===== config.mk =====
export PLATFORM = sky130hd
export DESIGN_NAME = ysyx_23060184_lsu_axi
export DESIGN_NICKNAME = d
export VERILOG_FILES = /design/src/rtl/ysyx_23060184_lsu_axi.sv
export SDC_FILE = /design/constraint.sdc
export NUM_CORES = 1
export LEC_CHECK = 0
export ABC_CLOCK_PERIOD_IN_PS = 2200
export CORE_MARGIN = 3
export CORE_UTILIZATION = 42
export CTS_BUF_LIST = sky130_fd_sc_hd__clkbuf_16
export DETAILED_ROUTE_END_ITERATION = 10
export HOLD_SLACK_MARGIN = 0.15
export PLACE_DENSITY = 0.81
export SLEW_MARGIN = 15
export SYNTH_ARGS = -nofsm -noshare
export SYNTH_HDL_FRONTEND = slang
export SYNTH_SLANG_ARGS = --single-unit

===== constraint.sdc =====
create_clock -name clk -period 2.2 [get_ports clk]
set_input_delay 0.33 -clock clk [delete_from_list [all_inputs] [get_ports clk]]
set_output_delay 0.33 -clock clk [all_outputs]
set_load 0.005 [all_outputs]

===== src/rtl/ysyx_23060184_lsu_axi.sv =====
// Load/store unit bus initiator: turns one core memory request into one AXI-lite read or write.
// Latency: 3 cycles accept-to-response with zero wait states, 1 cycle for misaligned requests.
// Backpressure: req_ready only in IDLE; bus wait states stretch the transaction, no timeout.
module ysyx_23060184_lsu_axi #(
  parameter int DATA_WIDTH = 32,
  parameter int RESP_WIDTH = 2,
  parameter int STRB_WIDTH = 4
) (
  input  logic                  clk,
  input  logic                  rst,
  input  logic                  req_valid,
  output logic                  req_ready,
  input  logic                  req_wen,
  input  logic [DATA_WIDTH-1:0] req_addr,
  input  logic [DATA_WIDTH-1:0] req_wdata,
  input  logic [1:0]            req_size,
  input  logic                  req_signed,
  output logic                  resp_valid,
  output logic [DATA_WIDTH-1:0] resp_rdata,
  output logic [RESP_WIDTH-1:0] resp_err,
  output logic [DATA_WIDTH-1:0] araddr,
  output logic                  arvalid,
  input  logic                  arready,
  input  logic [DATA_WIDTH-1:0] rdata,
  input  logic [RESP_WIDTH-1:0] rresp,
  input  logic                  rvalid,
  output logic                  rready,
  output logic [DATA_WIDTH-1:0] awaddr,
  output logic                  awvalid,
  input  logic                  awready,
  output logic [DATA_WIDTH-1:0] wdata,
  output logic [STRB_WIDTH-1:0] wstrb,
  output logic                  wvalid,
  input  logic                  wready,
  input  logic [RESP_WIDTH-1:0] bresp,
  input  logic                  bvalid,
  output logic                  bready
);

  typedef enum logic [2:0] {
    IDLE    = 3'd0,
    RD_ADDR = 3'd1,
    RD_DATA = 3'd2,
    WR_REQ  = 3'd3,
    WR_RESP = 3'd4,
    DONE    = 3'd5
  } state_t;

  localparam logic [RESP_WIDTH-1:0] ERR_LOCAL = RESP_WIDTH'(2'b10);

  state_t                  state;
  state_t                  state_nxt;
  logic [DATA_WIDTH-1:0]   addr_q;
  logic [1:0]              size_q;
  logic                    sgn_q;
  logic [DATA_WIDTH-1:0]   wdata_q;
  logic [STRB_WIDTH-1:0]   wstrb_q;
  logic                    aw_done;
  logic                    w_done;
  logic [DATA_WIDTH-1:0]   load_q;
  logic [RESP_WIDTH-1:0]   err_q;

  logic                    accept;
  logic                    misaligned;
  logic [STRB_WIDTH-1:0]   strb_base;
  logic [DATA_WIDTH-1:0]   load_ext;
  logic [7:0]              load_byte;
  logic [15:0]             load_half;

  // Requests are only taken in IDLE and never in the reset cycle itself.
  assign accept = req_valid && (state == IDLE) && !rst;

  // Alignment check and strobe pattern for the incoming request.
  always_comb begin
    misaligned = 1'b0;
    strb_base  = '0;
    case (req_size)
      2'd0: strb_base = STRB_WIDTH'(4'b0001);
      2'd1: begin
        strb_base  = STRB_WIDTH'(4'b0011);
        misaligned = req_addr[0];
      end
      2'd2: begin
        strb_base  = STRB_WIDTH'(4'b1111);
        misaligned = (req_addr[1:0] != 2'b00);
      end
      default: misaligned = 1'b1;
    endcase
  end

  // Pick the addressed byte/half out of the returned bus word and extend it.
  always_comb begin
    load_byte = rdata[{addr_q[1:0], 3'b000} +: 8];
    load_half = rdata[{addr_q[1], 4'b0000} +: 16];
    load_ext  = rdata;
    case (size_q)
      2'd0:    load_ext = {{(DATA_WIDTH-8){sgn_q & load_byte[7]}}, load_byte};
      2'd1:    load_ext = {{(DATA_WIDTH-16){sgn_q & load_half[15]}}, load_half};
      default: load_ext = rdata;
    endcase
  end

  // State register; reset abandons any transaction in flight.
  always_ff @(posedge clk) begin
    if (rst) state <= IDLE;
    else     state <= state_nxt;
  end

  // Next-state and handshake outputs, all decoded from the current state.
  always_comb begin
    state_nxt  = state;
    req_ready  = 1'b0;
    arvalid    = 1'b0;
    rready     = 1'b0;
    awvalid    = 1'b0;
    wvalid     = 1'b0;
    bready     = 1'b0;
    resp_valid = 1'b0;
    case (state)
      IDLE: begin
        req_ready = !rst;
        if (accept) begin
          if (misaligned)   state_nxt = DONE;
          else if (req_wen) state_nxt = WR_REQ;
          else              state_nxt = RD_ADDR;
        end
      end
      RD_ADDR: begin
        arvalid = 1'b1;
        if (arready) state_nxt = RD_DATA;
      end
      RD_DATA: begin
        rready = 1'b1;
        if (rvalid) state_nxt = DONE;
      end
      WR_REQ: begin
        // Address and data channels complete independently, possibly together.
        awvalid = !aw_done;
        wvalid  = !w_done;
        if ((aw_done || awready) && (w_done || wready)) state_nxt = WR_RESP;
      end
      WR_RESP: begin
        bready = 1'b1;
        if (bvalid) state_nxt = DONE;
      end
      DONE: begin
        resp_valid = 1'b1;
        state_nxt  = IDLE;
      end
      default: state_nxt = IDLE;
    endcase
  end

  // Request latch, store shaping, per-channel done flags and response capture.
  always_ff @(posedge clk) begin
    if (rst) begin
      addr_q  <= '0;
      size_q  <= '0;
      sgn_q   <= 1'b0;
      wdata_q <= '0;
      wstrb_q <= '0;
      aw_done <= 1'b0;
      w_done  <= 1'b0;
      load_q  <= '0;
      err_q   <= '0;
    end else begin
      if (accept) begin
        addr_q  <= req_addr;
        size_q  <= req_size;
        sgn_q   <= req_signed;
        wdata_q <= req_wdata << {req_addr[1:0], 3'b000};
        wstrb_q <= strb_base << req_addr[1:0];
        aw_done <= 1'b0;
        w_done  <= 1'b0;
        load_q  <= '0;
        err_q   <= misaligned ? ERR_LOCAL : '0;
      end
      if (awvalid && awready) aw_done <= 1'b1;
      if (wvalid && wready)   w_done  <= 1'b1;
      if (rvalid && rready) begin
        load_q <= load_ext;
        err_q  <= rresp;
      end
      if (bvalid && bready) err_q <= bresp;
    end
  end

  assign araddr     = {addr_q[DATA_WIDTH-1:2], 2'b00};
  assign awaddr     = {addr_q[DATA_WIDTH-1:2], 2'b00};
  assign wdata      = wdata_q;
  assign wstrb      = wstrb_q;
  assign resp_rdata = load_q;
  assign resp_err   = err_q;

endmodule

## Word-level counts from Yosys, hierarchy flattened

Cells that the tools add are included.

| word-level totals | value |
|---|---|
| output and inout port bits | 141 |
| word-level logic and storage cells | 77 |
| register bits after elaboration | 110 |

| operators by class | value |
|---|---|
| bitwise operators | 2 |
| muxes and demuxes | 27 |
| shift operators | 4 |
| equality and inequality tests | 13 |
| reductions and logical operators | 21 |

Operator list:

| operator | count |
|---|---|
| two-way mux 32 bit | 2 |
| case mux 32 bit (2 select lines) | 1 |
| indexed part select 32 x 6 -> 16 bit | 1 |
| indexed part select 32 x 6 -> 8 bit | 1 |
| << shifter 32 x 5 -> 32 bit | 1 |
| two-way mux 3 bit | 6 |
| case mux 3 bit (5 select lines) | 1 |
| case mux 4 bit (3 select lines) | 1 |
| two-way mux 1 bit | 10 |
| two-way mux 2 bit | 5 |
| != test 2 bit (second input constant) | 5 |
| nonzero test 2 bit | 4 |
| logical AND 1 bit | 7 |
| equality test 3 x 2 -> 1 bit (second input constant) | 2 |
| equality test 3 bit (second input constant) | 2 |
| AND reduction 5 bit | 1 |
| equality test 2 x 1 -> 1 bit (second input constant) | 2 |
| logical NOT 2 bit | 2 |
| << shifter 4 x 2 -> 4 bit | 1 |
| equality test 3 x 1 -> 1 bit (second input constant) | 1 |
| logical NOT 1 bit | 3 |
| logical NOT 3 bit | 1 |
| case mux 1 bit (3 select lines) | 1 |
| nonzero test 3 bit | 1 |
| other kinds (3) | 5 |

## Longest topological paths before layout

| depth | value |
|---|---|
| word-level depth | 6 |
| depth in mapped cells | 8 |
| depth with buffers taken out | 6 |

## Worst setup path before layout

No wires, ideal clock.

| timing path | value |
|---|---|
| path type | register -> register |
| start point | register addr_q[1] |
| end point | register load_q[21], in the netlist resp_rdata[21] |
| arrival | 1.443 ns |
| path slack | 0.635 ns |
| stages on the path, launching flop included | 7 |
| cell sequence | dfxtp_1 > buf_6 > mux2i_2 > nor2_1 > o2111a_4 > buf_6 > a221o_1 |

| between the ends | value |
|---|---|
| word-level cells in the longest chain between the ends | 4 |
| elaborated cells on any way between the ends | 6 |

RTL lines:

| item | RTL line | source |
|---|---|---|
| start, declared | 53 | `logic [DATA_WIDTH-1:0] addr_q;` |
| start signal, assigned | 168 | `addr_q <= req_addr;` |
| indexed part select 32 x 6 -> 16 bit / indexed part select 32 x 6 -> 8 bit (equally long branches) | 94, 93 |  |
| bitwise AND 1 bit (on tied branches) | 98, 97 |  |
| case mux 32 bit (2 select lines) (*) | 96 | `case (size_q)` |
| two-way mux 32 bit (*) | 180 | `if (rvalid && rready) begin` |
| end signal, assigned | 181 | `load_q <= load_ext;` |
| end, declared | 60 | `logic [DATA_WIDTH-1:0] load_q;` |

Mark *: on every way between the ends. The rest lies on a longest branch, timed or not.
A chain may end at the register's enable or synchronous reset.

## Worst setup path in the final report

| timing path | value |
|---|---|
| start point | register state[1] |
| end point | output bready |

| between the ends | value |
|---|---|
| word-level cells in the longest chain between the ends | 2 |

RTL lines:

| item | RTL line | source |
|---|---|---|
| start, declared | 51 | `state_t state;` |
| start signal, assigned | 106 | `else state <= state_nxt;` |
| equality test 3 bit | 119 | `case (state)` |
| two-way mux 1 bit | 119 |  |
| end, declared | 37 | `output logic bready` |

No other way between the ends.

==> impl_metrics.py <==
metrics = {
    "run_status": {
        "outcome": "completed",
    },
    "drt": {
        "first_pass_iters": 5,
        "drt_iter0_markers": 331,
        "dr_total_vias": 5473,
        "ant_nets": 0,
        "routed_via_density": 5.38,
        "drt_wl_total_mm": 17.3,
        "detail_route.drc_violations": 0,
        "post_drt_wl_per_cell_um": 17.0,
    },
    "global_route": {
        "antenna_found_initial": 1,
        "grt_overflow": 0,
        "grt_pass1_vias": 5139,
        "grt_usage_pct": 22.4,
        "grt_start_max_net_pins": 47,
        "grt_pass1_wl_mm": 26.3,
    },
    "clock_network": {
        "cts.sinks": 110,
        "worstSkewPairLatency_ns": 0.35,
        "htreeDepth": 3,
        "cts_buffers": 9,
        "clk_path_buf_depth": 2,
        "clk_transition_reported_paths_ns": 0.07,
        "cts_tree": "done",
        "cts_hold_buf": 0,
        "cts_root_buf": "clkbuf_16",
    },
    "min_path": {
        "whs_path_depth": 2,
        "worstHoldEndpoint": "wdata[0]$_SDFFE_PP0P_",
        "hold_path_startpoint": "wdata[0]$_SDFFE_PP0P_",
        "min_path_type": "reg2reg",
    },
    "sta": {
        "fin_crit_ns": 2.10,
        "final.setup.tns_ns": 0,
        "hold_viol": 0,
        "fin_hold_ws_ns": 0.455,
        "slew_viol_final": 0,
        "max_freq_mhz": 476,
        "tightest_slew_ns": 0.666,
        "finalClockSkew_ns": 0.00759,
        "relSlewSlack_pct": 55.4,
        "setup_viol": 0,
        "period_share_pct": 95.5,
    },
    "synthesis": {
        "ys_warn_count": 0,
        "ys_types": 57,
        "avgSynthCellArea_um2": 8.45,
        "synthFlopType": "dfxtp_1",
        "synth.ff_latch_count": 110,
        "synth_area_um2": 5630,
        "synth_seq_area_share_pct": 39.1,
        "async_reset_ff_share_pct": 0,
        "synth_edf_count": 0,
        "syn_inst": 666,
    },
    "final_layout": {
        "seq_area_um2": 2200,
        "fin_cells": 1017,
        "nFillCells": 1076,
        "layout-drive-gt1-share_pct": 9.72,
        "nets": 954,
        "areaGrowthSynthToFinish_pct": 45.2,
        "postLayoutCellArea_um2": 8180,
        "multiInputGateArea_um2": 2670,
    },
    "pwr": {
        "p_per_area_nw_per_um2": 843,
        "p_sw_w": 0.00215,
        "leakagePower_nw": 3.16,
        "peakVddDrop_v": 0.000437,
        "switching_share_pct": 31.2,
        "intPower_w": 0.00474,
        "p_comb_share_pct": 37.3,
        "p_total_w": 0.00690,
        "clockPowerShare_pct": 25.2,
        "seqPwrFrac_pct": 37.5,
    },
    "setup_path": {
        "ff2ff_path_depth": 4,
        "timing.rr.start": "state[2]$_SDFFE_PP0P_",
        "r2r-end": "wdata[12]$_SDFFE_PP0P_",
        "worstPathMaxFanout": 10,
        "crit_arrival_ns": 1.77,
        "startpoint_type": "register",
        "end_kind": "output port",
        "critPathKind": "reg2out",
        "r2r_slack_ns": 0.38,
        "cp.required_ns": 1.87,
    },
    "die": {
        "die_area_um2": 14800,
        "io_pins": 253,
        "rows": 41,
        "die_w_um": 122,
        "design.core.area_um2": 12900,
        "dieHeight_um": 122,
        "start_util_pct": 43.7,
    },
    "job": {
        "maxCapViolCount": 0,
    },
    "place": {
        "gp_congestion": 0.854,
        "placed_cell_area_um2": 7860,
        "post-place-cells": 1000,
        "port_buffers": 248,
        "hpwlAfterDp_mm": 12.8,
    },
}
## routing by layer
metal,vias up,global-route usage (%),share of wire [%],wire length (um)
met2,237,36.8,48,8310
met5,-,0,0,0
met3,37,5.57,8.8,1520
met4,0,10.4,3.2,553
met1,2565,27.6,40,6910
li1,2634,-,-,-
## cell usage after synthesis (8+ instances only)
master / number / area, um2
a21oi_1: 40 / 200
mux2_2: 16 / 180
or3_1: 10 / 62.6
nand3_1: 52 / 260
mux2i_1: 18 / 180
clkbuf_1: 21 / 78.8
dfxtp_1: 110 / 2200
buf_2: 21 / 105
a311oi_1: 9 / 78.8
o21ai_0: 26 / 130
o211ai_1: 8 / 60.1
nand2_1: 131 / 492
nor2_1: 25 / 93.8
a221o_1: 16 / 160
buf_4: 68 / 510
inv_1: 8 / 30.0
## registers in the layout (all words and copies together), names as in the netlist
register and count:
addr_q 32, resp_rdata 32, wdata 32, wstrb 4, state 3, resp_err 2, size_q 2, aw_done 1
sgn_q 1, w_done 1
## logic make-up after synthesis
family          after synthesis  synth area share [%]
simple gates                247                  20.0
compound gates              135                  16.8
buf+inv                     128                  13.9
flops                       110                  39.1
mux                          42                  9.44
fa+ha+maj                     3                 0.667
other cells                   1                0.0666
## repair_timing
action | in CTS | in global routing
resized for setup | 1 | 2
endpoints found under the setup margin | 1 | 5
buffers inserted | 0 | 0
## power groups by stage
| stage | Clock [W] | Combinational, W | Sequential, W |
|---|---|---|---|
| finish | 0.00174 | 0.00257 | 0.00259 |
| global route | 0.00184 | 0.00279 | 0.00263 |
| CTS | 0.00177 | 0.00258 | 0.00258 |
| detailed placement | 0 | 0.00256 | 0.00262 |
| global placement | 0 | 0.00253 | 0.00261 |
| floorplan | 0 | 0.00157 | 0.00252 |
## area by class of cell
type | count | share of cell area [%]
Timing Repair Buffer | 278 | 33.5
Multi-Input combinational cell | 431 | 32.6
Sequential cell | 110 | 27.0
Clock buffer | 9 | 2.75
Tap cell | 172 | 2.63
Clock inverter | 7 | 1.09
Inverter | 9 | 0.413
Antenna cell | 1 | 0.0306
## critical path: stages, from the launching register on
cell,delay (ns)
dfxtp_1,0.39
buf_4,0.20
nor2_2,0.16
nand2_1,0.09
inv_1,0.08
clkdlybuf4s50_1,0.50
## how the worst max path moves through the flow
stage | start | endpoint | slack, ns | cells past startpoint
after floorplan | addr_q[1]$_SDFFE_PP0P_ | resp_rdata[21]$_SDFFE_PP0P_ | 0.63 | 6
after global placement | req_size[0] | state[1]$_SDFFE_PP0P_ | 0.04 | 7
after detailed placement | req_size[0] | state[1]$_SDFFE_PP0P_ | -0.05 | 7
after CTS | state[1]$_SDFFE_PP0P_ | bready | 0.03 | 5
after global routing | state[1]$_SDFFE_PP0P_ | bready | -0.002 | 5
final | state[1]$_SDFFE_PP0P_ | bready | 0.1 | 5
## per-stage QoR
step | setup slack (ns) | util (%)
3_3_place_gp | 0.0434 | 61.0
3_5_place_dp | -0.0502 | 61.0
2_1_floorplan | 0.635 | -
6_report | 0.100 | 63.5
5_1_grt | -0.00242 | 63.5
4_1_cts | 0.0346 | 63.5
## cell usage in the layout, fill, tap and decap left out, drive strengths merged, types with 7 or more instances in the layout
cell / Yosys / layout
clkdlybuf4s50: 0 / 247
nand2: 131 / 131
dfxtp: 110 / 110
nand3: 52 / 52
a21oi: 40 / 40
buf: 98 / 31
o21ai: 26 / 26
nor2: 25 / 25
mux2i: 19 / 19
mux2: 16 / 16
a221o: 16 / 16
or3: 10 / 10
a311oi: 9 / 9
clkbuf: 21 / 9
inv: 8 / 9
o211ai: 8 / 8
a221oi: 7 / 7
mux4: 7 / 7
a211oi: 7 / 7
Power figures use the tool's default switching activity.
